==> config.mk <==
export PLATFORM = sky130hd
export DESIGN_NAME = dest_reg_pipe_flat
export DESIGN_NICKNAME = d
export VERILOG_FILES = /design/src/rtl/dest_reg_pipe_if.sv /design/src/rtl/dest_reg_pipe.sv /design/src/flat_wrapper.sv
export SDC_FILE = /design/constraint.sdc
export NUM_CORES = 1
export LEC_CHECK = 0
export ABC_AREA = 1
export BUFFER_PORTS_ARGS = -buffer_cell sky130_fd_sc_hd__buf_2
export CORE_UTILIZATION = 37
export CTS_BUF_LIST = sky130_fd_sc_hd__clkbuf_2 sky130_fd_sc_hd__clkbuf_4 sky130_fd_sc_hd__clkbuf_8
export DETAILED_ROUTE_END_ITERATION = 6
export PLACE_DENSITY = 0.64
export REMOVE_ABC_BUFFERS = 1
export SLEW_MARGIN = 20
export SYNTH_ARGS = -nofsm -noshare
export SYNTH_HDL_FRONTEND = slang
export SYNTH_SLANG_ARGS = --single-unit
==> constraint.sdc <==
create_clock -name clk -period 1.18 [get_ports clk]
set_input_delay 0.177 -clock clk [delete_from_list [all_inputs] [get_ports clk]]
set_output_delay 0.177 -clock clk [all_outputs]
set_load 0.05 [all_outputs]
==> src/rtl/dest_reg_pipe_if.sv <==
// Bundles the decode-side inputs and the pipeline/forwarding outputs of dest_reg_pipe.
// fwd_count exists only when DEST_REG_PIPE_STATS_EN is defined.
interface dest_reg_pipe_if #(
  parameter int REG_ADDR_W = 5
);
  logic [REG_ADDR_W-1:0] rt_in;
  logic [REG_ADDR_W-1:0] rd_in;
  logic [1:0]            regdst;
  logic                  regwrite_in;
  logic                  valid_in;
  logic                  stall;
  logic                  flush;
  logic [REG_ADDR_W-1:0] src_a;
  logic [REG_ADDR_W-1:0] src_b;
  logic [REG_ADDR_W-1:0] dest_out;
  logic                  regwrite_out;
  logic [2:0]            fwd_a_sel;
  logic [2:0]            fwd_b_sel;
`ifdef DEST_REG_PIPE_STATS_EN
  logic [15:0]           fwd_count;
`endif

  modport master (
    output rt_in, rd_in, regdst, regwrite_in, valid_in, stall, flush, src_a, src_b,
`ifdef DEST_REG_PIPE_STATS_EN
    input  fwd_count,
`endif
    input  dest_out, regwrite_out, fwd_a_sel, fwd_b_sel
  );

  modport slave (
    input  rt_in, rd_in, regdst, regwrite_in, valid_in, stall, flush, src_a, src_b,
`ifdef DEST_REG_PIPE_STATS_EN
    output fwd_count,
`endif
    output dest_out, regwrite_out, fwd_a_sel, fwd_b_sel
  );
endinterface

==> src/rtl/dest_reg_pipe.sv <==
// Destination-register select plus a STAGES-deep dest/regwrite pipeline with stall, flush
// and youngest-match forwarding lookup. Define DEST_REG_PIPE_STATS_EN to add fwd_count.
module dest_reg_pipe #(
  parameter int REG_ADDR_W = 5,
  parameter int STAGES     = 3,
  parameter int LINK_REG   = 31
) (
  input logic            clk,
  input logic            reset,
  dest_reg_pipe_if.slave bus
);

  localparam logic [REG_ADDR_W-1:0] LinkAddr = REG_ADDR_W'(LINK_REG);

  logic [STAGES-1:0]     validQ, validD;
  logic [STAGES-1:0]     weQ, weD;
  logic [REG_ADDR_W-1:0] destQ [STAGES];
  logic [REG_ADDR_W-1:0] destD [STAGES];

  logic [REG_ADDR_W-1:0] selDest;
  logic                  selWe;
  logic [2:0]            fwdA, fwdB;

  // Reserved encoding yields address 0, so the $zero check also clears its write enable.
  always_comb begin
    selDest = '0;
    case (bus.regdst)
      2'b00:   selDest = bus.rt_in;
      2'b01:   selDest = bus.rd_in;
      2'b10:   selDest = LinkAddr;
      default: selDest = '0;
    endcase
    selWe = bus.regwrite_in & bus.valid_in & (selDest != '0);
  end

  always_comb begin
    validD = validQ;
    weD    = weQ;
    destD  = destQ;
    if (bus.flush) begin
      validD[0] = 1'b0;
      weD[0]    = 1'b0;
      destD[0]  = '0;
    end else if (!bus.stall) begin
      validD[0] = bus.valid_in;
      weD[0]    = selWe;
      destD[0]  = selDest;
    end
    // A stall without flush leaves a bubble behind the held stage 0.
    for (int i = 1; i < STAGES; i++) begin
      if (i == 1 && bus.stall && !bus.flush) begin
        validD[i] = 1'b0;
        weD[i]    = 1'b0;
        destD[i]  = '0;
      end else begin
        validD[i] = validQ[i-1];
        weD[i]    = weQ[i-1];
        destD[i]  = destQ[i-1];
      end
    end
  end

  always_ff @(posedge clk) begin
    if (reset) begin
      validQ <= '0;
      weQ    <= '0;
      destQ  <= '{default: '0};
    end else begin
      validQ <= validD;
      weQ    <= weD;
      destQ  <= destD;
    end
  end

  // Scan oldest to youngest so the lowest matching stage is the one left standing.
  always_comb begin
    fwdA = '0;
    fwdB = '0;
    for (int i = STAGES - 1; i >= 0; i--) begin
      if (validQ[i] && weQ[i] && (destQ[i] == bus.src_a) && (bus.src_a != '0))
        fwdA = 3'(i + 1);
      if (validQ[i] && weQ[i] && (destQ[i] == bus.src_b) && (bus.src_b != '0))
        fwdB = 3'(i + 1);
    end
  end

  assign bus.dest_out     = destQ[STAGES-1];
  assign bus.regwrite_out = weQ[STAGES-1];
  assign bus.fwd_a_sel    = fwdA;
  assign bus.fwd_b_sel    = fwdB;

`ifdef DEST_REG_PIPE_STATS_EN
  logic [15:0] fwdCountQ, fwdCountD;

  always_comb begin
    fwdCountD = fwdCountQ;
    if (((fwdA != '0) || (fwdB != '0)) && (fwdCountQ != 16'hFFFF))
      fwdCountD = fwdCountQ + 16'd1;
  end

  always_ff @(posedge clk) begin
    if (reset) fwdCountQ <= '0;
    else       fwdCountQ <= fwdCountD;
  end

  assign bus.fwd_count = fwdCountQ;
`endif

endmodule

==> src/flat_wrapper.sv <==
// flat-port wrapper written by rule: the top's interface ports become plain ports
module dest_reg_pipe_flat 
#(
  parameter int REG_ADDR_W = 5,
  parameter int STAGES     = 3,
  parameter int LINK_REG   = 31
)
  (clk, reset, bus_rt_in, bus_rd_in, bus_regdst, bus_regwrite_in, bus_valid_in, bus_stall, bus_flush, bus_src_a, bus_src_b, bus_dest_out, bus_regwrite_out, bus_fwd_a_sel, bus_fwd_b_sel);
  dest_reg_pipe_if #(.REG_ADDR_W(REG_ADDR_W)) bus_i ();
  input logic clk;
  input logic reset;
  input wire logic [$bits(bus_i.rt_in)-1:0] bus_rt_in;
  input wire logic [$bits(bus_i.rd_in)-1:0] bus_rd_in;
  input wire logic [$bits(bus_i.regdst)-1:0] bus_regdst;
  input wire logic [$bits(bus_i.regwrite_in)-1:0] bus_regwrite_in;
  input wire logic [$bits(bus_i.valid_in)-1:0] bus_valid_in;
  input wire logic [$bits(bus_i.stall)-1:0] bus_stall;
  input wire logic [$bits(bus_i.flush)-1:0] bus_flush;
  input wire logic [$bits(bus_i.src_a)-1:0] bus_src_a;
  input wire logic [$bits(bus_i.src_b)-1:0] bus_src_b;
  output wire logic [$bits(bus_i.dest_out)-1:0] bus_dest_out;
  output wire logic [$bits(bus_i.regwrite_out)-1:0] bus_regwrite_out;
  output wire logic [$bits(bus_i.fwd_a_sel)-1:0] bus_fwd_a_sel;
  output wire logic [$bits(bus_i.fwd_b_sel)-1:0] bus_fwd_b_sel;
  assign bus_i.rt_in = bus_rt_in;
  assign bus_i.rd_in = bus_rd_in;
  assign bus_i.regdst = bus_regdst;
  assign bus_i.regwrite_in = bus_regwrite_in;
  assign bus_i.valid_in = bus_valid_in;
  assign bus_i.stall = bus_stall;
  assign bus_i.flush = bus_flush;
  assign bus_i.src_a = bus_src_a;
  assign bus_i.src_b = bus_src_b;
  assign bus_dest_out = bus_i.dest_out;
  assign bus_regwrite_out = bus_i.regwrite_out;
  assign bus_fwd_a_sel = bus_i.fwd_a_sel;
  assign bus_fwd_b_sel = bus_i.fwd_b_sel;
  dest_reg_pipe #(.REG_ADDR_W(REG_ADDR_W), .STAGES(STAGES), .LINK_REG(LINK_REG)) u_core (.clk(clk), .reset(reset), .bus(bus_i));
endmodule
==> metrics.yaml <==
grt:
  grtUsageMet1_pct: 24.8
  first_global_vias: 1308
  grt_busiest_layer: "met2"
  grt.overflow.total: 0
  grtUsageMet3_pct: 3.73
  track_usage_pct: 20.6
  grt_max_degree: 12
  antenna_found_initial: 0
  grt_pass1_wl_um: 5660
  met2_usage_pct: 36.1
worst_setup_path:
  reg2reg_depth: 4
  cp-end-kind: "output port"
  cp.arrival_ps: 1470
  critPathRequiredTime_ps: 1000
  max_stage_delay_ps: 380
  cpMostUsedCell: "nor2_1"
  path_delay_family: "simple AND/OR/NAND/NOR gates"
  cp-startpoint: "u_core.bus.dest_out[1]"
  start_kind: "flop"
  crit_type: "flop to output port"
  slowest_stage: "dfxtp_2"
  cp_max_fo: 3
  crit_buf_inv: 2
  crit_cells: 9
  path_cells: "inv_2 > nand2_1 > o21ai_1 > nor2_1 > nand2_1 > nor2_2 > nor2_1 > nor2_1 > buf_6"
  r2r-start: "u_core.weQ[0]"
logic_synthesis:
  yosys_warnings: 0
  synth_area_leaders: "dfxtp_1, nand2_1, inv_1"
  synth_top_area_share_pct: 31.7
  synthAdderAreaFrac_pct: 0
  synth_compound_area_share_pct: 12.6
  yosys.cell_types.count: 24
  yosys.area_share.simple_pct: 34.1
  synth_ff_type: "dfxtp_1"
  ys_ff_latch: 21
  syn_area_um2: 1330
  synth_largest_area_cell: "dfxtp_1"
  synth-edff-count: 0
  synthArstFlopShare_pct: 0
  yosys-mux-area-fraction_pct: 0
  synth_xor_area_share_pct: 5.94
  ys_seq_area_share_pct: 31.7
  avgSynthCellArea_um2: 6.06
  synthCells: 219
  synth_top_family_by_area: "simple AND/OR/NAND/NOR gates"
power:
  power_mw: 1.44
  power_density_nw_per_um2: 801
  leakagePower_nw: 0.861
  ir_worst_vdd_mv: 0.396
min_path:
  hold_path_class: "input port to flop"
  min_path_cells: 3
  worstHoldStart: "bus_valid_in"
detailed_routing:
  drt_wl_total_um: 3480
  ant_nets: 0
  initialDrtViolationCount: 48
  firstDrtPassIters: 4
  vias: 1455
  avgViaCountPerCell: 4.60
  drc: 0
  wl_per_cell_um: 11.0
place:
  gp_congestion: 0.916
  dp_hpwl_um: 2770
  io_buffers: 37
sta:
  max_freq_mhz: 607
  rsz0062_at_grt: "yes"
  fin_skew_ps: 4.02
  holdWs_ps: 103
  final_hold_viol_count: 0
  report.final.setup_viol: 4
  worstMarginPinSlew_ps: 548
  setup_slack_ps: -468
  drv_slew: 0
  max_slew_margin_pct: 63.4
  fin_crit_sh_pct: 140
  finalCriticalPeriod_ps: 1650
cts:
  cts_tree: "done"
  clkSlewWorstSetupHoldPaths_ps: 120
  cts_hold_buf: 0
  htree_levels: 1
  cts_sinks: 21
  max-clock-path-buffers: 2
  clock_latency_ps: 310
  numCtsBuffers: 3
  root_buffer: "clkbuf_4"
final_layout:
  area_growth_pct: 35.9
  postLayoutCoreUtil_pct: 53.2
  drive_above_1_share_pct: 39.6
  final_net_count: 299
  antennaDiodeCount: 0
die:
  start_util_pct: 39.1
  core_area_um2: 3390
  dieWidth_um: 61.9
  dieArea_um2: 3830
  pin_count: 40
  rows: 21
  fp.dieH_um: 61.9
run:
  drv_cap: 0
run_status:
  status: "finished with violations"
  violations: "setup timing"
[what timing repair did]
action                                  CTS  global route
pin swaps                                14            19
endpoints found under the setup margin    7             6
gates resized for setup                  33            26
buffers inserted                          2             1
[worst min-delay path, cell delays in order]
cell	delay [ps]
buf_2	100
nand2_1	60
a21oi_1	50
[through the flow]
stage                     std cells  area [um^2]  TNS [ps]  setup slack, ps
after CTS                       315         1730     -1850             -481
after global placement          309         1620     -1090             -326
after floorplan                 211         1270     -2730             -847
after detailed placement        309         1620     -1140             -324
final                           316         1800     -1820             -468
after global routing            316         1800     -2140             -541
[path summary, 6_finish.rpt]
kind | to | slack (ps)
min reg2reg | u_core.weQ[2] | 440
min | u_core.validQ[0] | 100
max | bus_fwd_b_sel[1] | -470
max reg2reg | u_core.weQ[1] | 360
[flip-flops by register name, indices dropped and copies added, names as in the netlist]
register / count
u_core.validQ: 3
u_core.bus.dest_out: 5
u_core.destD: 5
u_core.weQ: 3
u_core.destQ: 5
[report_power, final]
part / leakage, nW / internal, mW / switching [mW] / total (mW)
clock: 0.0184 / 0.155 / 0.232 / 0.387
sequential: 0.180 / 0.724 / 0.0181 / 0.742
combinational: 0.663 / 0.128 / 0.188 / 0.316
[layout by cell type, fill, tap and decap left out, drive strengths merged]
master,n
nor3,3
o21ai,11
nand4,4
o21bai,2
a21oi,14
buf,55
nor2,32
conb,2
xor2,4
o22ai,2
nand2,64
and2,1
nand3,6
o211ai,2
xnor2,5
inv,38
dfxtp,21
clkbuf,4
[cells by family (layout without fill, tap and decap cells)]
| logic type | after synthesis | count (layout) |
|---|---|---|
| buffers and inverters | 47 | 97 |
| AO/OA/AOI/OAI | 31 | 31 |
| flip-flops | 21 | 21 |
| AND/OR/NAND/NOR | 110 | 110 |
| XOR/XNOR | 9 | 9 |
| other | 1 | 2 |
[area by class of cell]
type	instances	area (um^2)
fillers	353	1590
flip-flops and latches	21	450
inverters	38	145
clock buffers	4	30.0
multi-input cells	152	767
well taps	46	57.6
repair buffers	55	353
[synth_stat cells, types with 2 or more instances]
cell type and count:
nor2_1 30, o22ai_1 2, nand3_1 6, nor3_1 2, nand4_1 4, a21oi_1 14, dfxtp_1 21, inv_2 5
xor2_1 4, nand2_1 64, buf_4 7, o211ai_1 2, o21bai_1 2, o21ai_0 10, inv_1 33, xnor2_1 5
[layer usage]
metal | wire length, um | vias up
li1 | - | 766
met5 | 0 | -
met4 | 78 | 0
met2 | 1680 | 48
met3 | 187 | 6
met1 | 1540 | 635
Note: power is estimated with default switching activity, not from simulation.
